**src/rtl/hc_sr04_echo_emulator_if.sv**
```systemverilog
// rtl/hc_sr04_echo_emulator_if.sv - trigger/echo link between measurement controller and sensor
interface hc_sr04_echo_emulator_if;
  logic       trig;
  logic [8:0] dist_cm;
  logic       echo;
  logic       busy;
  logic       trig_err;
  logic       meas_done;

  modport master (
    output trig,
    output dist_cm,
    input  echo,
    input  busy,
    input  trig_err,
    input  meas_done
  );

  modport slave (
    input  trig,
    input  dist_cm,
    output echo,
    output busy,
    output trig_err,
    output meas_done
  );
endinterface

```
**src/rtl/hc_sr04_echo_emulator.sv**
```systemverilog
// rtl/hc_sr04_echo_emulator.sv - HC-SR04 sensor side: accepts a trigger, answers with a distance-coded echo
module hc_sr04_echo_emulator #(
  parameter int CLK_PER_US  = 100,
  parameter int MIN_TRIG_US = 10,
  parameter int BURST_US    = 200,
  parameter int US_PER_CM   = 58,
  parameter int MIN_CM      = 2,
  parameter int MAX_CM      = 400,
  parameter int TIMEOUT_US  = 38000,
  parameter int HOLDOFF_US  = 1000
) (
  input  logic                    clk,
  input  logic                    rst,
  hc_sr04_echo_emulator_if.slave  sio
);

  localparam int PW           = (CLK_PER_US > 1) ? $clog2(CLK_PER_US) : 1;
  localparam int MIN_TRIG_CYC = MIN_TRIG_US * CLK_PER_US;
  localparam int WCW          = $clog2(MIN_TRIG_CYC + 1);

  localparam logic [PW-1:0]  PRE_MAX     = PW'(CLK_PER_US - 1);
  localparam logic [WCW-1:0] WCNT_MAX    = WCW'(MIN_TRIG_CYC);
  localparam logic [15:0]    BURST_LAST  = 16'(BURST_US - 1);
  localparam logic [15:0]    HOLD_LAST   = 16'(HOLDOFF_US - 1);
  localparam logic [15:0]    TIMEOUT_W   = 16'(TIMEOUT_US);
  localparam logic [15:0]    US_PER_CM_W = 16'(US_PER_CM);
  localparam logic [8:0]     MIN_CM_W    = 9'(MIN_CM);
  localparam logic [8:0]     MAX_CM_W    = 9'(MAX_CM);

  typedef enum logic [2:0] {
    ST_IDLE,
    ST_TRIG,
    ST_BURST,
    ST_ECHO,
    ST_HOLDOFF
  } state_t;

  state_t         state_q, state_d;
  logic           trig_q, trig_d;
  logic [WCW-1:0] wcnt_q, wcnt_d;
  logic           rej_q, rej_d;
  logic [PW-1:0]  pre_q, pre_d;
  logic [15:0]    us_q, us_d;
  logic [15:0]    w_q, w_d;
  logic           echo_q, echo_d;
  logic           busy_q, busy_d;
  logic           trig_err_q, trig_err_d;
  logic           meas_done_q, meas_done_d;

  logic           trig_rise;
  logic           trig_fall;
  logic           tick_last;
  logic           in_range;
  logic [15:0]    w_calc;

  assign trig_rise = sio.trig & ~trig_q;
  assign trig_fall = ~sio.trig & trig_q;
  assign tick_last = (pre_q == PRE_MAX);
  assign in_range  = (sio.dist_cm >= MIN_CM_W) && (sio.dist_cm <= MAX_CM_W);
  assign w_calc    = in_range ? ({7'd0, sio.dist_cm} * US_PER_CM_W) : TIMEOUT_W;

  always_comb begin
    state_d     = state_q;
    trig_d      = sio.trig;
    wcnt_d      = wcnt_q;
    rej_d       = 1'b0;
    w_d         = w_q;
    trig_err_d  = 1'b0;
    meas_done_d = 1'b0;

    case (state_q)
      ST_IDLE: begin
        if (trig_rise) begin
          state_d = ST_TRIG;
          wcnt_d  = WCW'(1);
        end
      end
      ST_TRIG: begin
        // A short pulse lingers here one extra cycle so trig_err and the return to IDLE land together.
        if (rej_q) begin
          state_d    = ST_IDLE;
          trig_err_d = 1'b1;
        end else if (trig_fall) begin
          if (wcnt_q >= WCNT_MAX) begin
            w_d     = w_calc;
            state_d = ST_BURST;
          end else begin
            rej_d = 1'b1;
          end
        end else if (sio.trig && (wcnt_q != WCNT_MAX)) begin
          wcnt_d = wcnt_q + WCW'(1);
        end
      end
      ST_BURST: begin
        if (tick_last && (us_q == BURST_LAST)) begin
          state_d = ST_ECHO;
        end
      end
      ST_ECHO: begin
        if (tick_last && (us_q == (w_q - 16'd1))) begin
          state_d     = ST_HOLDOFF;
          meas_done_d = 1'b1;
        end
      end
      ST_HOLDOFF: begin
        if (tick_last && (us_q == HOLD_LAST)) begin
          state_d = ST_IDLE;
        end
      end
      default: begin
        state_d = ST_IDLE;
      end
    endcase

    // Timebase restarts on every state entry so each phase is an exact cycle count.
    if ((state_d != state_q) || (state_q inside {ST_IDLE, ST_TRIG})) begin
      pre_d = '0;
      us_d  = '0;
    end else if (tick_last) begin
      pre_d = '0;
      us_d  = us_q + 16'd1;
    end else begin
      pre_d = pre_q + PW'(1);
      us_d  = us_q;
    end

    echo_d = (state_d == ST_ECHO);
    busy_d = (state_d != ST_IDLE);
  end

  always_ff @(posedge clk or negedge rst) begin
    if (!rst) begin
      state_q     <= ST_IDLE;
      trig_q      <= 1'b0;
      wcnt_q      <= '0;
      rej_q       <= 1'b0;
      pre_q       <= '0;
      us_q        <= '0;
      w_q         <= '0;
      echo_q      <= 1'b0;
      busy_q      <= 1'b0;
      trig_err_q  <= 1'b0;
      meas_done_q <= 1'b0;
    end else begin
      state_q     <= state_d;
      trig_q      <= trig_d;
      wcnt_q      <= wcnt_d;
      rej_q       <= rej_d;
      pre_q       <= pre_d;
      us_q        <= us_d;
      w_q         <= w_d;
      echo_q      <= echo_d;
      busy_q      <= busy_d;
      trig_err_q  <= trig_err_d;
      meas_done_q <= meas_done_d;
    end
  end

  assign sio.echo      = echo_q;
  assign sio.busy      = busy_q;
  assign sio.trig_err  = trig_err_q;
  assign sio.meas_done = meas_done_q;

endmodule

```
**src/flat_wrapper.sv**
```systemverilog
// flat-port wrapper written by rule: the top's interface ports become plain ports
module hc_sr04_echo_emulator_flat 
#(
  parameter int CLK_PER_US  = 100,
  parameter int MIN_TRIG_US = 10,
  parameter int BURST_US    = 200,
  parameter int US_PER_CM   = 58,
  parameter int MIN_CM      = 2,
  parameter int MAX_CM      = 400,
  parameter int TIMEOUT_US  = 38000,
  parameter int HOLDOFF_US  = 1000
)
  (clk, rst, sio_trig, sio_dist_cm, sio_echo, sio_busy, sio_trig_err, sio_meas_done);
  hc_sr04_echo_emulator_if sio_i ();
  input  logic clk;
  input  logic rst;
  input wire logic [$bits(sio_i.trig)-1:0] sio_trig;
  input wire logic [$bits(sio_i.dist_cm)-1:0] sio_dist_cm;
  output wire logic [$bits(sio_i.echo)-1:0] sio_echo;
  output wire logic [$bits(sio_i.busy)-1:0] sio_busy;
  output wire logic [$bits(sio_i.trig_err)-1:0] sio_trig_err;
  output wire logic [$bits(sio_i.meas_done)-1:0] sio_meas_done;
  assign sio_i.trig = sio_trig;
  assign sio_i.dist_cm = sio_dist_cm;
  assign sio_echo = sio_i.echo;
  assign sio_busy = sio_i.busy;
  assign sio_trig_err = sio_i.trig_err;
  assign sio_meas_done = sio_i.meas_done;
  hc_sr04_echo_emulator #(.CLK_PER_US(CLK_PER_US), .MIN_TRIG_US(MIN_TRIG_US), .BURST_US(BURST_US), .US_PER_CM(US_PER_CM), .MIN_CM(MIN_CM), .MAX_CM(MAX_CM), .TIMEOUT_US(TIMEOUT_US), .HOLDOFF_US(HOLDOFF_US)) u_core (.clk(clk), .rst(rst), .sio(sio_i));
endmodule
```
**config.mk**
```make
export PLATFORM = sky130hd
export DESIGN_NAME = hc_sr04_echo_emulator_flat
export DESIGN_NICKNAME = d
export VERILOG_FILES = /design/src/rtl/hc_sr04_echo_emulator_if.sv /design/src/rtl/hc_sr04_echo_emulator.sv /design/src/flat_wrapper.sv
export SDC_FILE = /design/constraint.sdc
export NUM_CORES = 1
export LEC_CHECK = 0
export ABC_AREA = 0
export CAP_MARGIN = 20
export CORE_UTILIZATION = 45
export CTS_CLUSTER_DIAMETER = 200
export DETAILED_ROUTE_END_ITERATION = 10
export MAX_ROUTING_LAYER = met4
export PLACE_DENSITY = 0.72
export SLEW_MARGIN = 15
export SYNTH_ARGS = -nofsm -noshare
export SYNTH_HDL_FRONTEND = slang
export SYNTH_SLANG_ARGS = --single-unit
export TNS_END_PERCENT = 1
```
**constraint.sdc**
```tcl
create_clock -name clk -period 7.49 [get_ports clk]
set_input_delay 1.498 -clock clk [delete_from_list [all_inputs] [get_ports clk]]
set_output_delay 1.498 -clock clk [all_outputs]
set_load 0.005 [all_outputs]
```
==> key figures, run 1 <==
Floorplanning
  • Top-level port count: 16
  • Horizontal extent of the die: 100 um
  • Number of core rows: 35
  • Core Region: 9280 sq um
  • Initial Utilization: 46.7%
  • Height of the die: 100 um
  • Die area: approximately 10000 sq um

Logic synthesis
  • Average instance area after synthesis: 9.56 sq um
  • Mux contribution to synthesized area: less than 1%
  • Gate Count Post-Synth: between 400 and 500
  • Total of warnings raised by yosys: 0
  • Synthesized-area fraction occupied by ao, oa, aoi and oai cells: 9.13%
  • Post-synthesis share of cell area spent on and, or, nand and nor gates: 21.9%
  • Number of synthesized register bits: 57
  • Main combinational cell family by area after synthesis: simple AND/OR/NAND/NOR gates
  • Synth async-reset ratio: 100%
  • Sequential-to-total area share from yosys stat: approximately 33%
  • Number of synthesized flops with an enable pin: 0
  • Adder and majority gate portion of the synthesized area: roughly a fifth
  • Library cells used by synthesis: 59
  • Netlist Area Pre-Place: 4330 sq um
  • Synthesized-area fraction occupied by xor and xnor cells: about 12%
  • Synthesized netlist net count: 522
  • Primary FF master, synth: sky130_fd_sc_hd__dfrtp_1

Global route
  • Initial antenna violation count: 0
  • Wire length of the first global-routing pass: 14800 um
  • Via count of the first global-routing pass: 3175
  • Maximum number of pins on one net before global-route repair: 58
  • Global-route usage over all layers: between 10% and 20%
  • GRT Residual Overflow: 0

Critical path
  • Worst Path Required: 7710 ps
  • Reg-to-reg startpoint: u_core.w_q[1]$_DFFE_PN0P_
  • Class of the most critical setup path: in -> reg
  • Critical R2R Capture: u_core.us_q[1]$_DFFE_PN0P_
  • Startpoint class of the critical path: input port
  • FF-to-FF setup slack: 4650 ps
  • Maximum fanout along the worst path: 5
  • CP Capture Type: register
  • Arrival time of the worst setup path: roughly 5000 ps
  • Depth of the worst register-to-register path: 9

CTS
  • Maximum level of the CTS H-tree: 3
  • Clock latency on the worst-skew pair: about 330 ps
  • Clock Root Buffer: sky130_fd_sc_hd__clkbuf_8
  • Clock tree from TritonCTS: yes
  • Maximum root-to-sink buffer count: 2
  • Clock input transition at the sequential cells of the worst setup and hold paths: roughly 60 ps
  • Number of buffers added by the clock tree synthesis step: 9
  • Hold buffer count at CTS: 0
  • Post-CTS setup repair buffer count: 0
  • Number of instances resized during post-cts repair: 0
  • Num Clock Sinks: 57

STA
  • Max-slew violations: 0
  • Worst clock skew: 5.17 ps
  • Number of hold-slack violations in the final timing report: 0
  • Post-route minimum period: 4780 ps
  • RSZ-0062 raised after global routing: no
  • Relative slew slack: 51.3%
  • Crit share post-route: 63.8%
  • Achievable frequency: approximately 0.21 GHz
  • Setup violators final: 0
  • Final WS setup: 2710 ps
  • Final-layout worst hold slack: 508 ps
  • Final sum of negative setup slack: 0 ps
  • Tightest Pin Transition: 731 ps

Route
  • Count of TritonRoute iterations in the first routing pass: 4
  • Post-route DRC violation count: 0
  • Overall routed net length: 8310 um
  • Remaining antenna violation count after routing: 0
  • Number of vias per cell after detailed routing: 5.37
  • Average wire per standard cell: 13.8 um
  • Via count: 3238
  • First DRT Iteration DRCs: 110

Outcome
  • Run status: finished, final reports clean

Finish
  • Leading cell type in the layout, fill and taps excluded: sky130_fd_sc_hd__dfrtp_1
  • Multi-input gate area: about 2700 sq um
  • FILL cells: 859
  • Leading cell types in the layout, fill and taps excluded: sky130_fd_sc_hd__dfrtp_1 (57), sky130_fd_sc_hd__ha_1 (44), sky130_fd_sc_hd__nor3_1 (36), sky130_fd_sc_hd__inv_1 (36), sky130_fd_sc_hd__nor2_1 (34)
  • Storage cell area: 1430 sq um
  • Post-route core utilization: between 50% and 60%
  • Share of layout cells above drive strength 1: 6.96%
  • Number of nets in the final layout: roughly 540
  • Area growth, synth to finish: 10.8%
  • Antenna fix cells: 0

Min path
  • Class of the worst hold path: reg -> reg
  • Critical hold path startpoint: u_core.pre_q[0]$_DFF_PN0_
  • End point of the most critical hold path: u_core.pre_q[0]$_DFF_PN0_
  • Number of cells on the worst hold path: 1

Power
  • Leakage power: 2.19 nW
  • Power per cell area: 191 nW/um^2
  • Max VDD drop: 0.0000754 V

Run
  • Max_cap viols: 0

Place
  • Final weighted congestion in routability-driven placement: 0.861
  • Port bufs: 15
  • Worst setup timing slack at the placement stage: 2380 ps
  • Half-perimeter wire length after placement: 6340 um
==> Yosys cell counts, types with 3 or more instances <==
| cell type | n | area, sq um |
|---|---|---|
| sky130_fd_sc_hd__o211ai_1 | 3 | 22.5 |
| sky130_fd_sc_hd__inv_1 | 36 | 135 |
| sky130_fd_sc_hd__and2_1 | 5 | 31.3 |
| sky130_fd_sc_hd__nand2_1 | 23 | 86.3 |
| sky130_fd_sc_hd__nor3_1 | 36 | 180 |
| sky130_fd_sc_hd__a21oi_1 | 15 | 75.1 |
| sky130_fd_sc_hd__a21o_1 | 4 | 30.0 |
| sky130_fd_sc_hd__o21ai_0 | 11 | 55.1 |
| sky130_fd_sc_hd__mux2i_1 | 4 | 40.0 |
| sky130_fd_sc_hd__nand2b_1 | 3 | 18.8 |
| sky130_fd_sc_hd__xor2_1 | 29 | 254 |
| sky130_fd_sc_hd__xnor2_1 | 28 | 245 |
| sky130_fd_sc_hd__nor2_1 | 34 | 128 |
| sky130_fd_sc_hd__dfrtp_1 | 57 | 1430 |
| sky130_fd_sc_hd__ha_1 | 44 | 551 |
| sky130_fd_sc_hd__or3_1 | 4 | 25.0 |
| sky130_fd_sc_hd__fa_1 | 13 | 260 |
| sky130_fd_sc_hd__a22o_1 | 4 | 35.0 |
| sky130_fd_sc_hd__nor4_1 | 7 | 43.8 |
| sky130_fd_sc_hd__nand4_1 | 14 | 87.6 |
| sky130_fd_sc_hd__nand3_1 | 14 | 70.1 |
| sky130_fd_sc_hd__clkbuf_1 | 9 | 33.8 |
| sky130_fd_sc_hd__and3_1 | 6 | 37.5 |
| sky130_fd_sc_hd__nor2b_1 | 6 | 37.5 |
==> area by class of cell <==
cell class	instances	share of cell area [%]
Clock buffer	14	3.60
Sequential cell	57	29.7
Clock inverter	2	0.730
Multi-Input combinational cell	347	56.2
Timing Repair Buffer	18	3.57
Tap cell	129	3.36
Inverter	36	2.81
==> routing by layer <==
| layer | vias to the layer above | routed length [um] | GRT usage [%] |
|---|---|---|---|
| li1 | 1620 | - | - |
| met1 | 1576 | 4220 | 25.6 |
| met2 | 36 | 3830 | 29.3 |
| met3 | 6 | 193 | 3.55 |
| met4 | 0 | 71 | 5.02 |
| met5 | - | 0 | - |
==> critical path, stage by stage <==
cell                              delay, ps
sky130_fd_sc_hd__clkdlybuf4s50_1        620
sky130_fd_sc_hd__fa_1                   460
sky130_fd_sc_hd__ha_1                   290
sky130_fd_sc_hd__inv_1                   50
sky130_fd_sc_hd__fa_1                   490
sky130_fd_sc_hd__inv_1                   40
sky130_fd_sc_hd__ha_1                   330
sky130_fd_sc_hd__a21oi_1                260
sky130_fd_sc_hd__o21ai_0                200
sky130_fd_sc_hd__a21o_1                 210
sky130_fd_sc_hd__a211o_1                280
sky130_fd_sc_hd__a32o_1                 250
==> worst max path at each step <==
stage | from | endpoint | slack (ps) | depth (start not counted)
after floorplan | sio_dist_cm[1] | u_core.w_q[11]$_DFFE_PN0P_ | 3180 | 11
after global placement | sio_dist_cm[3] | u_core.w_q[11]$_DFFE_PN0P_ | 2470 | 12
after detailed placement | sio_dist_cm[2] | u_core.w_q[11]$_DFFE_PN0P_ | 2380 | 12
after CTS | sio_dist_cm[2] | u_core.w_q[11]$_DFFE_PN0P_ | 2730 | 12
after global routing | sio_dist_cm[4] | u_core.w_q[13]$_DFFE_PN0P_ | 2500 | 12
final | sio_dist_cm[2] | u_core.w_q[11]$_DFFE_PN0P_ | 2710 | 12
==> power breakdown <==
| group | switching, W | total, W | internal [W] |
|---|---|---|---|
| clock network | 0.000118 | 0.000298 | 0.000181 |
| logic | 0.000151 | 0.000272 | 0.000121 |
| registers | 0.0000191 | 0.000345 | 0.000326 |
| total | 0.000288 | 0.000916 | 0.000628 |
==> sequential cells by signal, indices dropped and copies added, names as in the netlist, 3 cells and up <==
signal          cells
u_core.wcnt_q      10
u_core.state_q      3
u_core.us_q        16
u_core.w_q         15
u_core.pre_q        7
==> per-stage QoR <==
stage / area, sq um / total power, W / cells
final: 4800 / 0.000916 / 603
after global routing: 4800 / 0.000986 / 603
after CTS: 4790 / 0.000925 / 602
after detailed placement: 4580 / 0.000622 / 586
after global placement: 4580 / 0.000614 / 586
after floorplan: 4330 / 0.000554 / 453
==> logic make-up after synthesis <==
group	count (synthesis)
xor gates and xnor gates	57
and+or+nand+nor	171
buffers and inverters	49
muxes	4
AOI/OAI and AO/OA	58
adders and majority gates	57
DFF	57
Power figures use the tool's default switching activity.
==> run 2, diff against run 1 <==
PLACE_DENSITY = 0.74   (was 0.72)
clock period = 4.29 ns   (was 7.49 ns; I/O delays follow)
==> run 2 against run 1 <==
Effect of this change: hold slack got worse by 56 ps; sequential cell count did not move; via count rose by 1.3%; critical path depth rose by 1; clock-buffer cell count fell by 3; clock skew rose by 6.9 ps; register-to-register slack got worse by 3000 ps; worst setup slack got worse by 2500 ps; non-clock buffer count rose by 14; sequential power rose by 75%; sequential share of layout area fell by 0.72 points; total power rose by 84%; critical path type unchanged; largest cell class unchanged; highest routed layer unchanged.
==> key figures, run 2 (same netlist as run 1, synthesis figures left out) <==
Floorplanning
  • Horizontal extent of the die: 100 um
  • Number of core rows: 35
  • Initial Utilization: 46.7%
  • Core Region: 9280 sq um
  • Die area: ~10000 sq um
  • Top-level port count: 16
  • Height of the die: 100 um

STA
  • Crit share post-route: around 94%
  • Max-slew violations: 0
  • Tightest Pin Transition: approximately 760 ps
  • Worst clock skew: 12.1 ps
  • Post-route minimum period: 4030 ps
  • Number of hold-slack violations in the final timing report: 0
  • Setup violators final: 0
  • Achievable frequency: 0.248 GHz
  • RSZ-0062 raised after global routing: no
  • Final sum of negative setup slack: 0 ps
  • Relative slew slack: 49.3%

Power
  • Power per cell area: about 340 nW/um^2
  • Max VDD drop: 0.000127 V
  • Leakage power: 2.26 nW

Finish
  • Leading cell types in the layout, fill and taps excluded: sky130_fd_sc_hd__dfrtp_1 (57), sky130_fd_sc_hd__ha_1 (44), sky130_fd_sc_hd__nor3_1 (36), sky130_fd_sc_hd__inv_1 (36), sky130_fd_sc_hd__nor2_1 (34)
  • FILL cells: 862
  • Post-layout instance area: 4920 sq um
  • Leading cell type in the layout, fill and taps excluded: sky130_fd_sc_hd__dfrtp_1
  • Post-route core utilization: 53.0%
  • Register containing the most flip-flops in the final layout: u_core.us_q
  • Top flop regs: u_core.us_q (16), u_core.w_q (15), u_core.wcnt_q (10)
  • Antenna fix cells: 0
  • Share of layout cells above drive strength 1: 9.84%
  • Number of nets in the final layout: roughly 550
  • Area growth, synth to finish: 13.6%
  • Largest register FFs: 16

Global route
  • Global-route usage over all layers: 19.4%
  • Wire length of the first global-routing pass: 15000 um
  • Initial antenna violation count: 0
  • GRT Residual Overflow: 0
  • Maximum number of pins on one net before global-route repair: 38
  • Via count of the first global-routing pass: 3293

Run
  • Max_cap viols: 0

Min path
  • Class of the worst hold path: in -> async

CTS
  • Post-CTS setup repair buffer count: 0
  • Maximum level of the CTS H-tree: 3
  • Maximum root-to-sink buffer count: 2
  • Clock Root Buffer: sky130_fd_sc_hd__clkbuf_8
  • Num Clock Sinks: 57
  • Clock tree from TritonCTS: yes
  • Clock latency on the worst-skew pair: 340 ps
  • Number of buffers added by the clock tree synthesis step: 9
  • Clock input transition at the sequential cells of the worst setup and hold paths: 70 ps
  • Hold buffer count at CTS: 0
  • Number of instances resized during post-cts repair: 0

Critical path
  • Crit path largest cell delay: 530 ps
  • Worst path buffer plus inverter count: 3
  • Arrival time of the worst setup path: 4260 ps
  • Worst Path Required: around 4500 ps
  • Cell family with most CP delay: adder cells
  • Worst path cell trace: clkdlybuf4s50_1 -> fa_1 -> ha_1 -> inv_1 -> fa_1 -> inv_1 -> ha_1 -> a21o_1 -> a21boi_0 -> o21bai_1 -> a41oi_1 -> xnor2_1 -> a22o_1
  • Maximum fanout along the worst path: 4
  • Class of the most critical setup path: in -> reg
  • Cell with the largest stage delay on the worst path: sky130_fd_sc_hd__fa_1
  • CP Capture Type: register
  • Startpoint class of the critical path: input port

Route
  • Number of vias per cell after detailed routing: 5.32
  • Post-route DRC violation count: 0
  • First DRT Iteration DRCs: 100
  • Count of TritonRoute iterations in the first routing pass: 4
  • Remaining antenna violation count after routing: 0
  • Via count: between 3000 and 4000
  • Overall routed net length: 8530 um
  • Average wire per standard cell: 13.8 um

Place
  • Area of placed instances: around 4700 sq um
  • Final weighted congestion in routability-driven placement: 0.877
  • Half-perimeter wire length after placement: 6710 um
  • Port bufs: 15

Outcome
  • Run status: finished, final reports clean
==> run 2: cell count changes in the layout (fill, tap and decap cells not counted) <==
| cell | change |
|---|---|
| sky130_fd_sc_hd__buf_4 | +15 |
| sky130_fd_sc_hd__clkbuf_1 | -2 |
| sky130_fd_sc_hd__a21oi_1 | +1 |
| sky130_fd_sc_hd__a21oi_2 | -1 |
| sky130_fd_sc_hd__buf_6 | -1 |
| sky130_fd_sc_hd__bufinv_16 | +1 |
| sky130_fd_sc_hd__clkbuf_8 | -1 |
| sky130_fd_sc_hd__clkinv_2 | +1 |
| sky130_fd_sc_hd__clkinvlp_4 | +1 |
==> run 2: worst paths after layout <==
path | to | startpoint | cells after the start | slack, ps
worst min-delay path | u_core.pre_q[2]$_DFF_PN0_ | rst | 1 | 450
min in group clk | u_core.pre_q[0]$_DFF_PN0_ | u_core.pre_q[0]$_DFF_PN0_ | 1 | 500
worst min register to register | u_core.pre_q[0]$_DFF_PN0_ | u_core.pre_q[0]$_DFF_PN0_ | 1 | 500
max in group asynchronous | u_core.rej_q$_DFF_PN0_ | rst | 2 | 2990
worst max-delay path | u_core.w_q[14]$_DFFE_PN0P_ | sio_dist_cm[1] | 13 | 260
worst max register to register | u_core.us_q[1]$_DFFE_PN0P_ | u_core.pre_q[2]$_DFF_PN0_ | 7 | 1610
==> run 2: area by class of cell <==
| class | instances | area (sq um) | area share (%) |
|---|---|---|---|
| tap | 129 | 161 | 3.28 |
| sequential | 57 | 1430 | 29.0 |
| clock inverter | 5 | 77.6 | 1.58 |
| inverter | 36 | 135 | 2.75 |
| clock buffer | 11 | 151 | 3.08 |
| timing repair buffer | 32 | 273 | 5.54 |
| multi-input combinational | 347 | 2700 | 54.8 |
==> run 2: layer usage <==
layer / part of all wire, % / GRT usage, % / up-vias
met4: 1.2 / 6.69 / 0
met3: 3.2 / 3.83 / 8
met5: 0 / - / -
met2: 50 / 31.4 / 59
met1: 46 / 24.2 / 1559
li1: - / - / 1654
==> run 2: power by group <==
group          internal, W  leakage [nW]  switching (W)
combinational     0.000233          1.38       0.000275
sequential        0.000569         0.773      0.0000337
clock             0.000356         0.115       0.000215
==> run 2: metrics by stage <==
stage | hold WS, ps | std cells | total power (W) | setup WS (ps)
final | 452 | 617 | 0.00168 | 256
after global routing | 474 | 617 | 0.00180 | 48.6
after CTS | 465 | 617 | 0.00170 | 245
after detailed placement | 491 | 601 | 0.00112 | -97.1
after global placement | 491 | 601 | 0.00110 | 2.47
after floorplan | 468 | 453 | 0.000967 | 620
==> run 3, diff against run 2 <==
CAP_MARGIN = unset   (was 20)
SLEW_MARGIN = 30   (was 15)
==> results of run 3 <==
Final layout, timing and power as in run 2 (identical DEF).
